--- config.mk ---
export PLATFORM = sky130hd
export DESIGN_NAME = serial_subtractor_flat
export DESIGN_NICKNAME = d
export VERILOG_FILES = /design/src/rtl/serial_subtractor_if.sv /design/src/rtl/serial_subtractor.sv /design/src/flat_wrapper.sv
export SDC_FILE = /design/constraint.sdc
export NUM_CORES = 1
export LEC_CHECK = 0
export CAP_MARGIN = 40
export CORE_AREA = 2 2 77 64
export CTS_BUF_LIST = sky130_fd_sc_hd__clkbuf_8
export DETAILED_ROUTE_END_ITERATION = 6
export DIE_AREA = 0 0 79 66
export SYNTH_ARGS = -nofsm -noshare
export SYNTH_HDL_FRONTEND = slang
export SYNTH_SLANG_ARGS = --single-unit
--- constraint.sdc ---
create_clock -name clk -period 1.3 [get_ports clk]
set_input_delay 0.26 -clock clk [delete_from_list [all_inputs] [get_ports clk]]
set_output_delay 0.26 -clock clk [all_outputs]
set_load 0.005 [all_outputs]
--- src/rtl/serial_subtractor_if.sv ---
// Request/result bundle of the bit-serial subtractor.
// The requester holds the master side; the subtractor holds the slave side.
interface serial_subtractor_if #(
    parameter int WIDTH = 8
);
    logic             start;
    logic [WIDTH-1:0] a;
    logic [WIDTH-1:0] b;
    logic             busy;
    logic             done;
    logic [WIDTH-1:0] diff;
    logic             bout;
    logic             bit_vld;
    logic             bit_out;

    modport master (
        output start, a, b,
        input  busy, done, diff, bout, bit_vld, bit_out
    );

    modport slave (
        input  start, a, b,
        output busy, done, diff, bout, bit_vld, bit_out
    );
endinterface

--- src/rtl/serial_subtractor.sv ---
// Bit-serial two's-complement subtractor: a - b, LSB first.
// One full-subtractor cell per clock, with the borrow registered between bits.
module serial_subtractor #(
    parameter int WIDTH = 8
) (
    input  logic                clk,
    input  logic                rst_n,
    serial_subtractor_if.slave  bus
);
    localparam int CW = (WIDTH > 1) ? $clog2(WIDTH) : 1;
    localparam logic [CW-1:0] LAST = CW'(WIDTH - 1);

    typedef enum logic [1:0] {
        IDLE = 2'd0,
        RUN  = 2'd1,
        DONE = 2'd2
    } state_t;

    state_t           r_state;
    logic [WIDTH-1:0] r_sa;
    logic [WIDTH-1:0] r_sb;
    logic [WIDTH-1:0] r_diff;
    logic [CW-1:0]    r_cnt;
    logic             r_br;
    logic             r_bout;
    logic             r_busy;
    logic             r_done;

    logic             w_run;
    logic             w_d;
    logic             w_bn;

    // Full-subtractor cell working on the current LSBs of the shift registers.
    assign w_run = (r_state == RUN);
    assign w_d   = r_sa[0] ^ r_sb[0] ^ r_br;
    assign w_bn  = (~r_sa[0] & r_sb[0]) | (~(r_sa[0] ^ r_sb[0]) & r_br);

    always_ff @(posedge clk or negedge rst_n) begin
        if (!rst_n) begin
            r_state <= IDLE;
            r_sa    <= '0;
            r_sb    <= '0;
            r_diff  <= '0;
            r_cnt   <= '0;
            r_br    <= 1'b0;
            r_bout  <= 1'b0;
            r_busy  <= 1'b0;
            r_done  <= 1'b0;
        end else begin
            case (r_state)
                IDLE: begin
                    r_done <= 1'b0;
                    if (bus.start) begin
                        r_sa    <= bus.a;
                        r_sb    <= bus.b;
                        r_br    <= 1'b0;
                        r_cnt   <= '0;
                        r_diff  <= '0;
                        r_bout  <= 1'b0;
                        r_busy  <= 1'b1;
                        r_state <= RUN;
                    end
                end
                RUN: begin
                    r_sa   <= r_sa >> 1;
                    r_sb   <= r_sb >> 1;
                    r_diff <= {w_d, r_diff[WIDTH-1:1]};
                    r_br   <= w_bn;
                    r_cnt  <= r_cnt + 1'b1;
                    if (r_cnt == LAST) begin
                        r_bout  <= w_bn;
                        r_busy  <= 1'b0;
                        r_done  <= 1'b1;
                        r_state <= DONE;
                    end
                end
                DONE: begin
                    r_done  <= 1'b0;
                    r_state <= IDLE;
                end
                default: begin
                    r_busy  <= 1'b0;
                    r_done  <= 1'b0;
                    r_state <= IDLE;
                end
            endcase
        end
    end

    // Serial outputs decode straight from state and datapath; bit_out is forced low outside RUN.
    assign bus.bit_vld = w_run;
    assign bus.bit_out = w_run & w_d;
    assign bus.busy    = r_busy;
    assign bus.done    = r_done;
    assign bus.diff    = r_diff;
    assign bus.bout    = r_bout;
endmodule

--- src/flat_wrapper.sv ---
// flat-port wrapper written by rule: the top's interface ports become plain ports
module serial_subtractor_flat 
#(
    parameter int WIDTH = 8
)
  (clk, rst_n, bus_start, bus_a, bus_b, bus_busy, bus_done, bus_diff, bus_bout, bus_bit_vld, bus_bit_out);
  serial_subtractor_if #(.WIDTH(WIDTH)) bus_i ();
  input  logic clk;
  input  logic rst_n;
  input wire logic [$bits(bus_i.start)-1:0] bus_start;
  input wire logic [$bits(bus_i.a)-1:0] bus_a;
  input wire logic [$bits(bus_i.b)-1:0] bus_b;
  output wire logic [$bits(bus_i.busy)-1:0] bus_busy;
  output wire logic [$bits(bus_i.done)-1:0] bus_done;
  output wire logic [$bits(bus_i.diff)-1:0] bus_diff;
  output wire logic [$bits(bus_i.bout)-1:0] bus_bout;
  output wire logic [$bits(bus_i.bit_vld)-1:0] bus_bit_vld;
  output wire logic [$bits(bus_i.bit_out)-1:0] bus_bit_out;
  assign bus_i.start = bus_start;
  assign bus_i.a = bus_a;
  assign bus_i.b = bus_b;
  assign bus_busy = bus_i.busy;
  assign bus_done = bus_i.done;
  assign bus_diff = bus_i.diff;
  assign bus_bout = bus_i.bout;
  assign bus_bit_vld = bus_i.bit_vld;
  assign bus_bit_out = bus_i.bit_out;
  serial_subtractor #(.WIDTH(WIDTH)) u_core (.clk(clk), .rst_n(rst_n), .bus(bus_i));
endmodule
=== Word-level counts from Yosys, hierarchy flattened ===
Cells that the tools add are included.

* Bits in registers: 33
* Input bits: 19
* Output and inout bits: 13
* Word-level logic and storage cells: 50

* Add/subtract/negate cells: 1
* Equality and inequality tests: 5
* Muxes and demuxes: 20
* Bitwise operators: 9
* Reduce and logical (&&, ||, !) cells: 6

{| class="wikitable"
|+ Operators with widths
! operator !! number
|-
| $pmux 8 s2 || 3
|-
| $mux 8 || 3
|-
| $mux 1 || 6
|-
| $pmux 3 s2 || 1
|-
| $reduce_and 3->1 || 2
|-
| $mux 2 || 2
|-
| $ne 2x2->1 const B || 2
|-
| $pmux 1 s2 || 2
|-
| $pmux 2 s2 || 1
|-
| $reduce_and 2->1 || 2
|-
| $add 3x1->3 const B || 1
|-
| $and 1x1->1 || 3
|-
| $eq 3x3->1 const B || 1
|-
| $mux 3 || 1
|-
| $not 1->1 || 3
|-
| $pmux 1 s3 || 1
|-
| $eq 2x1->1 const B || 1
|-
| $eq 2x2->1 const B || 1
|-
| $logic_not 2->1 || 1
|-
| $reduce_bool 2->1 || 1
|-
| $xor 1x1->1 || 2
|-
| $or 1x1->1 || 1
|}

=== Longest topological paths before layout ===
Gate-level depths: netlist of run 1.

* Depth after elaboration: 6
* Gate-level depth with buffers: 5

=== Worst setup path after synthesis of run 1 ===
Ideal clock, no wire load.

* Path kind: register to output
* From: register u_core.r_br
* To: output port bus_bit_out
* Data arrival time: 999 ps
* Data required time: 1040 ps
* Setup slack: 41 ps
* Stages on the path, launching flop included: 3
* Buffers on the path: 0
* Cells stage by stage: dfrtp_1 -> fa_1 -> nor2_1

* Word-level cells in the longest chain between the ends: 2

{| class="wikitable"
|+ Ends and longest elaborated chain
! element !! RTL line !! text
|-
| from (decl) || serial_subtractor.sv:24 || <nowiki>logic r_br;</nowiki>
|-
| from (signal assigned) || serial_subtractor.sv:68 || <nowiki>r_br <= w_bn;</nowiki>
|-
| $xor 1x1->1 || serial_subtractor.sv:35 || <nowiki>assign w_d = r_sa[0] ^ r_sb[0] ^ r_br;</nowiki>
|-
| $and 1x1->1 || serial_subtractor.sv:92 || <nowiki>assign bus.bit_out = w_run & w_d;</nowiki>
|-
| to (decl) || flat_wrapper.sv:18 || <nowiki>output wire logic [$bits(bus_i.bit_out)-1:0] bus_bit_out;</nowiki>
|}

Every way passes these cells.

=== Final worst setup path of run 1 ===
* From: register u_core.r_sa[0]
* To: output port bus_bit_out

* Word-level cells in the longest chain between the ends: 3

{| class="wikitable"
|+ Ends and longest elaborated chain
! element !! RTL line !! text
|-
| from (decl) || serial_subtractor.sv:20 || <nowiki>logic [WIDTH-1:0] r_sa;</nowiki>
|-
| from (signal assigned) || serial_subtractor.sv:54 || <nowiki>r_sa <= bus.a;</nowiki>
|-
| from (signal assigned) || serial_subtractor.sv:65 || <nowiki>r_sa <= r_sa >> 1;</nowiki>
|-
| $xor 1x1->1 (2 in series) || serial_subtractor.sv:35 ||
|-
| $and 1x1->1 || serial_subtractor.sv:92 ||
|}

Every way passes these cells.

==> results.toml, run 1 <==
[status]
status = "finished with violations"
violations = "setup timing"

[run]
maxCapViolations = 0

[min_path]
hp-class = "input port to asynchronous set/reset pin"

[timing]
hold_violations = 0
max_freq_ghz = 0.598
worst_slack_ns = -0.371
period_needed_ns = 1.67
tightest_slew_ns = 0.276
fin_skew_ns = 0.00529
post-route-period-util_pct = 129
relSlewSlack_pct = 81.6
timing_max_transition_violations_final = 0
report.final.setup_viol = 2
rsz0062_at_grt = "yes"

[cts]
numCtsBuffers = 5
cts_root_buffer = "clkbuf_8"
worst_skew_pair.late_latency_ns = 0.29
tritoncts = "done"
cts_htree_levels = 2
cts_sinks = 33
clock_path_buffers = 2
cts.clk_slew.worst_paths_ns = 0.07

[pwr]
pwr-share-comb_pct = 44.9
power_frac_clock_pct = 19.5
peakVddDrop_mv = 0.715
seqPwrFrac_pct = 35.6
swShare_pct = 32.6
p_leak_uw = 0.000956
p_int_uw = 3380
power.density_mw_per_mm2 = 2420
switchingPower_uw = 1640
total_power_uw = 5020

[layout]
final_common_cell = "dfrtp_1"
antennaDiodeCount = 0
final_layout_size_suffix_gt1_share_pct = 26.1
finalCoreUtilization_pct = 46.4
fin_nets = 197
syn_to_final_growth_pct = 41.9
layout_common_cells = "33 x dfrtp_1, 23 x o22ai_1, 21 x buf_4"
fillCellCount = 438

[worst_setup_path]
arrival_ns = 1.41
crit_type = "flip-flop to output port"
setup.worst_path.start = "u_core.r_sa[0]"
endpoint_kind = "output port"
start_kind = "flip-flop"
path_max_fanout = 2
r2r-start = "u_core.r_sa[0]"
required_ns = 1.04

[detailed_routing]
first_iter_violations = 85
wl_per_cell_um = 14.2
finalWirelength_mm = 3.35
wl_met3_um = 194
route.met2.wl_mm = 1.67
vias_per_cell = 5.00
antenna_left = 0
drt-met1-wl_mm = 1.45
num_vias = 1179
top_layer_used = "met4"
dr.pass1.iters = 4
drc = 0

[yosys]
synth.largest_area_cell = "dfrtp_1"
synth_cell_types = 26
netlist_instances = 123
synthTopCellsByArea = "dfrtp_1 57%, o22ai_1 9.9%, a22o_1 6.6%"
syn_avg_cell_area_um2 = 11.9
synth_area_mm2 = 0.00146
seq_area_frac_synth_pct = 56.6
synth_top_area_share_pct = 56.6
yosys_warnings = 0
syn-num-nets = 145
synth-seq-cells = 33

[floorplan]
core_area_mm2 = 0.00446
start_util_pct = 32.7
fp.dieArea_mm2 = 0.00521
die_y_um = 66
rows = 22
io_pins = 32
dieWidth_um = 79

[global_route]
grt_pass1_wl_mm = 5.69
gr-total-overflow = 0
track_usage_pct = 14.4
grt_pass1_vias = 1194
grt_max_degree = 34
antenna_found_initial = 0

[place]
gp_congestion = 0.769
place_hpwl_mm = 2.28
port_buffers = 31
[kinds of logic after synthesis]
| family | synth area share [%] |
|---|---|
| flip-flops | 56.6 |
| buffers and inverters | 6.69 |
| AO/OA/AOI/OAI | 27.3 |
| AND/OR/NAND/NOR | 6.35 |
| adder cells (fa/ha/maj) | 3.09 |
[power by group through the flow]
stage,Combinational [uW],Sequential [uW],Clock [uW]
global route,2510,1850,1060
finish,2250,1790,977
CTS,2250,1780,1010
detailed placement,2110,1830,0
floorplan,1280,1770,0
global placement,2040,1800,0
[worst max-delay path, cell delays in order, from the launching register on]
cell and delay (ns):
dfrtp_1 0.36, inv_2 0.05, fa_2 0.57, nor2_2 0.04
buf_2 0.12
[sequential cells by signal, indices dropped and copies added (netlist names)]
name / flops
u_core.r_cnt: 3
u_core.bus.diff: 8
u_core.bus.busy: 1
u_core.bus.done: 1
u_core.r_sa: 8
u_core.r_sb: 8
u_core.r_state: 2
u_core.r_br: 1
u_core.bus.bout: 1
[cell usage after synthesis]
cell type,n
inv_1,3
nor2_2,1
nand2b_4,1
and3_1,1
nand2_1,5
a2bb2oi_1,5
nor2_1,4
a32o_1,1
nor2_4,1
buf_6,4
a22oi_2,1
ha_1,2
a21oi_1,9
buf_2,3
a22o_1,11
nand2b_1,1
a21o_1,1
nor2b_1,1
o21ai_0,4
buf_4,2
nand2b_2,1
o22ai_1,23
dfrtp_1,33
inv_2,3
fa_1,1
o21bai_4,1
[final cells by class]
cell class                      instances  area, um^2  area share (%)
Inverter                                6        22.5            1.09
Clock inverter                          2        33.8            1.63
Tap cell                               60        75.1            3.63
Clock buffer                            6        82.6            3.99
Sequential cell                        33         826            39.9
Timing Repair Buffer                   54         484            23.4
Multi-Input combinational cell         75         546            26.4
[layer usage]
layer  track usage [%]  vias up
met2              24.8       46
met5                 0        -
met3              4.37        3
met1              17.0      567
li1                  -      563
met4              5.82        0
[what timing repair did]
action                                  in CTS  in global routing
resized for setup                           21                  3
pin swaps                                    2                  0
buffers inserted                            10                  1
endpoints found under the setup margin      13                 13
hold buffers                                 0                  0
[worst paths after layout]
path / end / depth (start not counted) / slack, ns
setup reg to reg: u_core.bus.diff[7] / 5 / -0.08
max in group asynchronous: u_core.r_cnt[1] / 2 / 0.78
min in group clk: u_core.bus.busy / 2 / 0.49
hold reg to reg: u_core.bus.busy / 2 / 0.49
setup / recovery: bus_bit_out / 4 / -0.37
hold / removal: u_core.r_sb[6] / 2 / 0.34
[per-stage QoR]
stage	std cells	setup WS, ns	TNS (ns)	hold WS, ns	area, um^2
detailed placement	217	-0.530	-4.05	0.480	1880
floorplan	123	0.0412	0	-0.0356	1460
global route	236	-0.430	-0.559	0.376	2070
finish	236	-0.371	-0.451	0.344	2070
global placement	217	-0.495	-3.50	0.482	1880
CTS	235	-0.400	-0.486	0.351	2050
No activity file was read; power rests on OpenSTA's default activity.
==> run 2: changes to the inputs <==
Settings changed: SETUP_SLACK_MARGIN set to 0.05.
==> run 2 against run 1 <==
Against the previous run:
- the flow still finishes with violations (setup timing)
- flip-flop and latch count is the same
- maximum frequency shrank 1.1%
- worst setup slack lost 0.018 ns
- highest routed layer unchanged
==> results.toml, run 2 (synthesis gave the netlist of run 1 again) <==
[pwr]
pwr-share-comb_pct = 47.8
seqPwrFrac_pct = 37.1
power_frac_clock_pct = 15.1
peakVddDrop_mv = 0.605
p_leak_uw = 0.000964
p_int_uw = 3150
switchingPower_uw = 1670
power.density_mw_per_mm2 = 2310
swShare_pct = 34.6

[floorplan]
core_area_mm2 = 0.00446
fp.dieArea_mm2 = 0.00521
start_util_pct = 32.7
io_pins = 32
die_y_um = 66
rows = 22
dieWidth_um = 79

[worst_setup_path]
arrival_ns = 1.43
crit_type = "flip-flop to output port"
endpoint_kind = "output port"
cpPeakStageDelay_ns = 0.58
start_kind = "flip-flop"
path_max_fanout = 2
timing.rr.end = "u_core.bus.diff[7]"
r2r-start = "u_core.r_sb[0]"
r2r_slack_ns = 0.03
critical-path-slowest-cell = "fa_2"
required_ns = 1.04
worstPathCellList = "fa_2 > nor2_2 > buf_2"
r2r_cells = 3

[layout]
layout_common_cells = "33 x dfrtp_1, 21 x buf_4, 18 x o22ai_1"
fin_nets = 197
syn_to_final_growth_pct = 43.0
antennaDiodeCount = 0
final_common_cell = "dfrtp_1"
final_layout_size_suffix_gt1_share_pct = 31.3
fillCellCount = 421
fin_cells = 236

[timing]
post-route-period-util_pct = 130
hold_slack_ns = 0.346
period_needed_ns = 1.69
max_freq_ghz = 0.592
worst_slack_ns = -0.389
rsz0062_at_grt = "yes"
tightest_slew_ns = 0.348
fin_setup_tns_ns = -0.389
timing_max_transition_violations_final = 0
relSlewSlack_pct = 76.8
report.final.setup_viol = 1
hold_violations = 0
fin_skew_ns = 0.00488

[cts]
numCtsBuffers = 5
cts_htree_levels = 2
tritoncts = "done"
worst_skew_pair.late_latency_ns = 0.29
clock_path_buffers = 2
cts.clk_slew.worst_paths_ns = 0.07
ctsHoldBuffers = 0
cts_root_buffer = "clkbuf_8"
cts_sinks = 33

[place]
place_ws_ns = -0.486
port_buffers = 31
place_inst = 217
place_hpwl_mm = 2.25
gp_congestion = 0.802

[detailed_routing]
antenna_left = 0
drc = 0
first_iter_violations = 38
dr.pass1.iters = 4
num_vias = 1177
vias_per_cell = 4.99
wl_per_cell_um = 13.9
finalWirelength_mm = 3.29

[global_route]
gr-total-overflow = 0
antenna_found_initial = 0
track_usage_pct = 13.9
grt_max_degree = 34
grt_pass1_wl_mm = 5.48
grt_pass1_vias = 1222

[run]
maxCapViolations = 0

[status]
violations = "setup timing"
status = "finished with violations"

[min_path]
hp-class = "input port to asynchronous set/reset pin"
run 2: cell count changes in the layout (fill, tap and decap cells not counted), sizes merged:
cell	delta
clkbuf	-1
dlygate4sd2	+1
clkinv	+2
bufinv	-1
clkdlybuf4s50	-1
run 2: final cells by class:
type	count	area, um^2	share of cell area, %
Tap cell	60	75.1	3.60
Multi-Input combinational cell	75	597	28.6
Inverter	6	25.0	1.20
Clock inverter	3	13.8	0.660
Clock buffer	5	68.8	3.30
Sequential cell	33	826	39.6
Timing Repair Buffer	54	480	23.0
run 2: how the worst max path moves through the flow:
stage / from / to / slack, ns / cells after the start
2_1_floorplan: u_core.r_br / bus_bit_out / 0.07 / 2
3_3_place_gp: u_core.r_br / bus_bit_out / -0.45 / 3
3_5_place_dp: u_core.r_br / bus_bit_out / -0.49 / 3
4_1_cts: u_core.r_sa[0] / bus_bit_out / -0.39 / 4
5_1_grt: u_core.r_sb[0] / bus_bit_out / -0.43 / 3
6_report: u_core.r_sb[0] / bus_bit_out / -0.39 / 3
run 2: through the flow:
step / cell area, um^2 / util (%) / power [uW]
after global routing: 2090 / 46.8 / 5200
after detailed placement: 1870 / 42.0 / 3920
after global placement: 1870 / 42.0 / 3830
after floorplan: 1460 / - / 3070
final: 2090 / 46.8 / 4820
after CTS: 2020 / 45.4 / 4730
run 2: timing repair:
| action | 4_1_cts | 5_1_grt |
|---|---|---|
| cloned | 0 | 0 |
| resized for setup | 25 | 14 |
| buffers inserted | 11 | 0 |
| pin swaps | 2 | 3 |
| endpoints found under the setup margin | 23 | 19 |
run 2: critical path, delay by kind of cell (launching register included):
kind	cells	cell delay, ns
buffers and inverters	1	0.12
and+or+nand+nor	1	0.04
adders and majority gates	1	0.58
DFF	1	0.41
run 2: power by group through the flow:
| stage | Clock, uW | Combinational (uW) | Sequential, uW |
|---|---|---|---|
| 2_1_floorplan | 0 | 1300 | 1770 |
| 3_3_place_gp | 0 | 2030 | 1800 |
| 3_5_place_dp | 0 | 2100 | 1820 |
| 4_1_cts | 748 | 2220 | 1770 |
| 5_1_grt | 806 | 2550 | 1840 |
| 6_report | 728 | 2300 | 1790 |
run 2: metal layers:
layer,track usage [%],share of wire [%]
met2,22.7,48
met3,3.69,3.5
met1,16.8,46
met4,7.76,3.1
met5,0,0
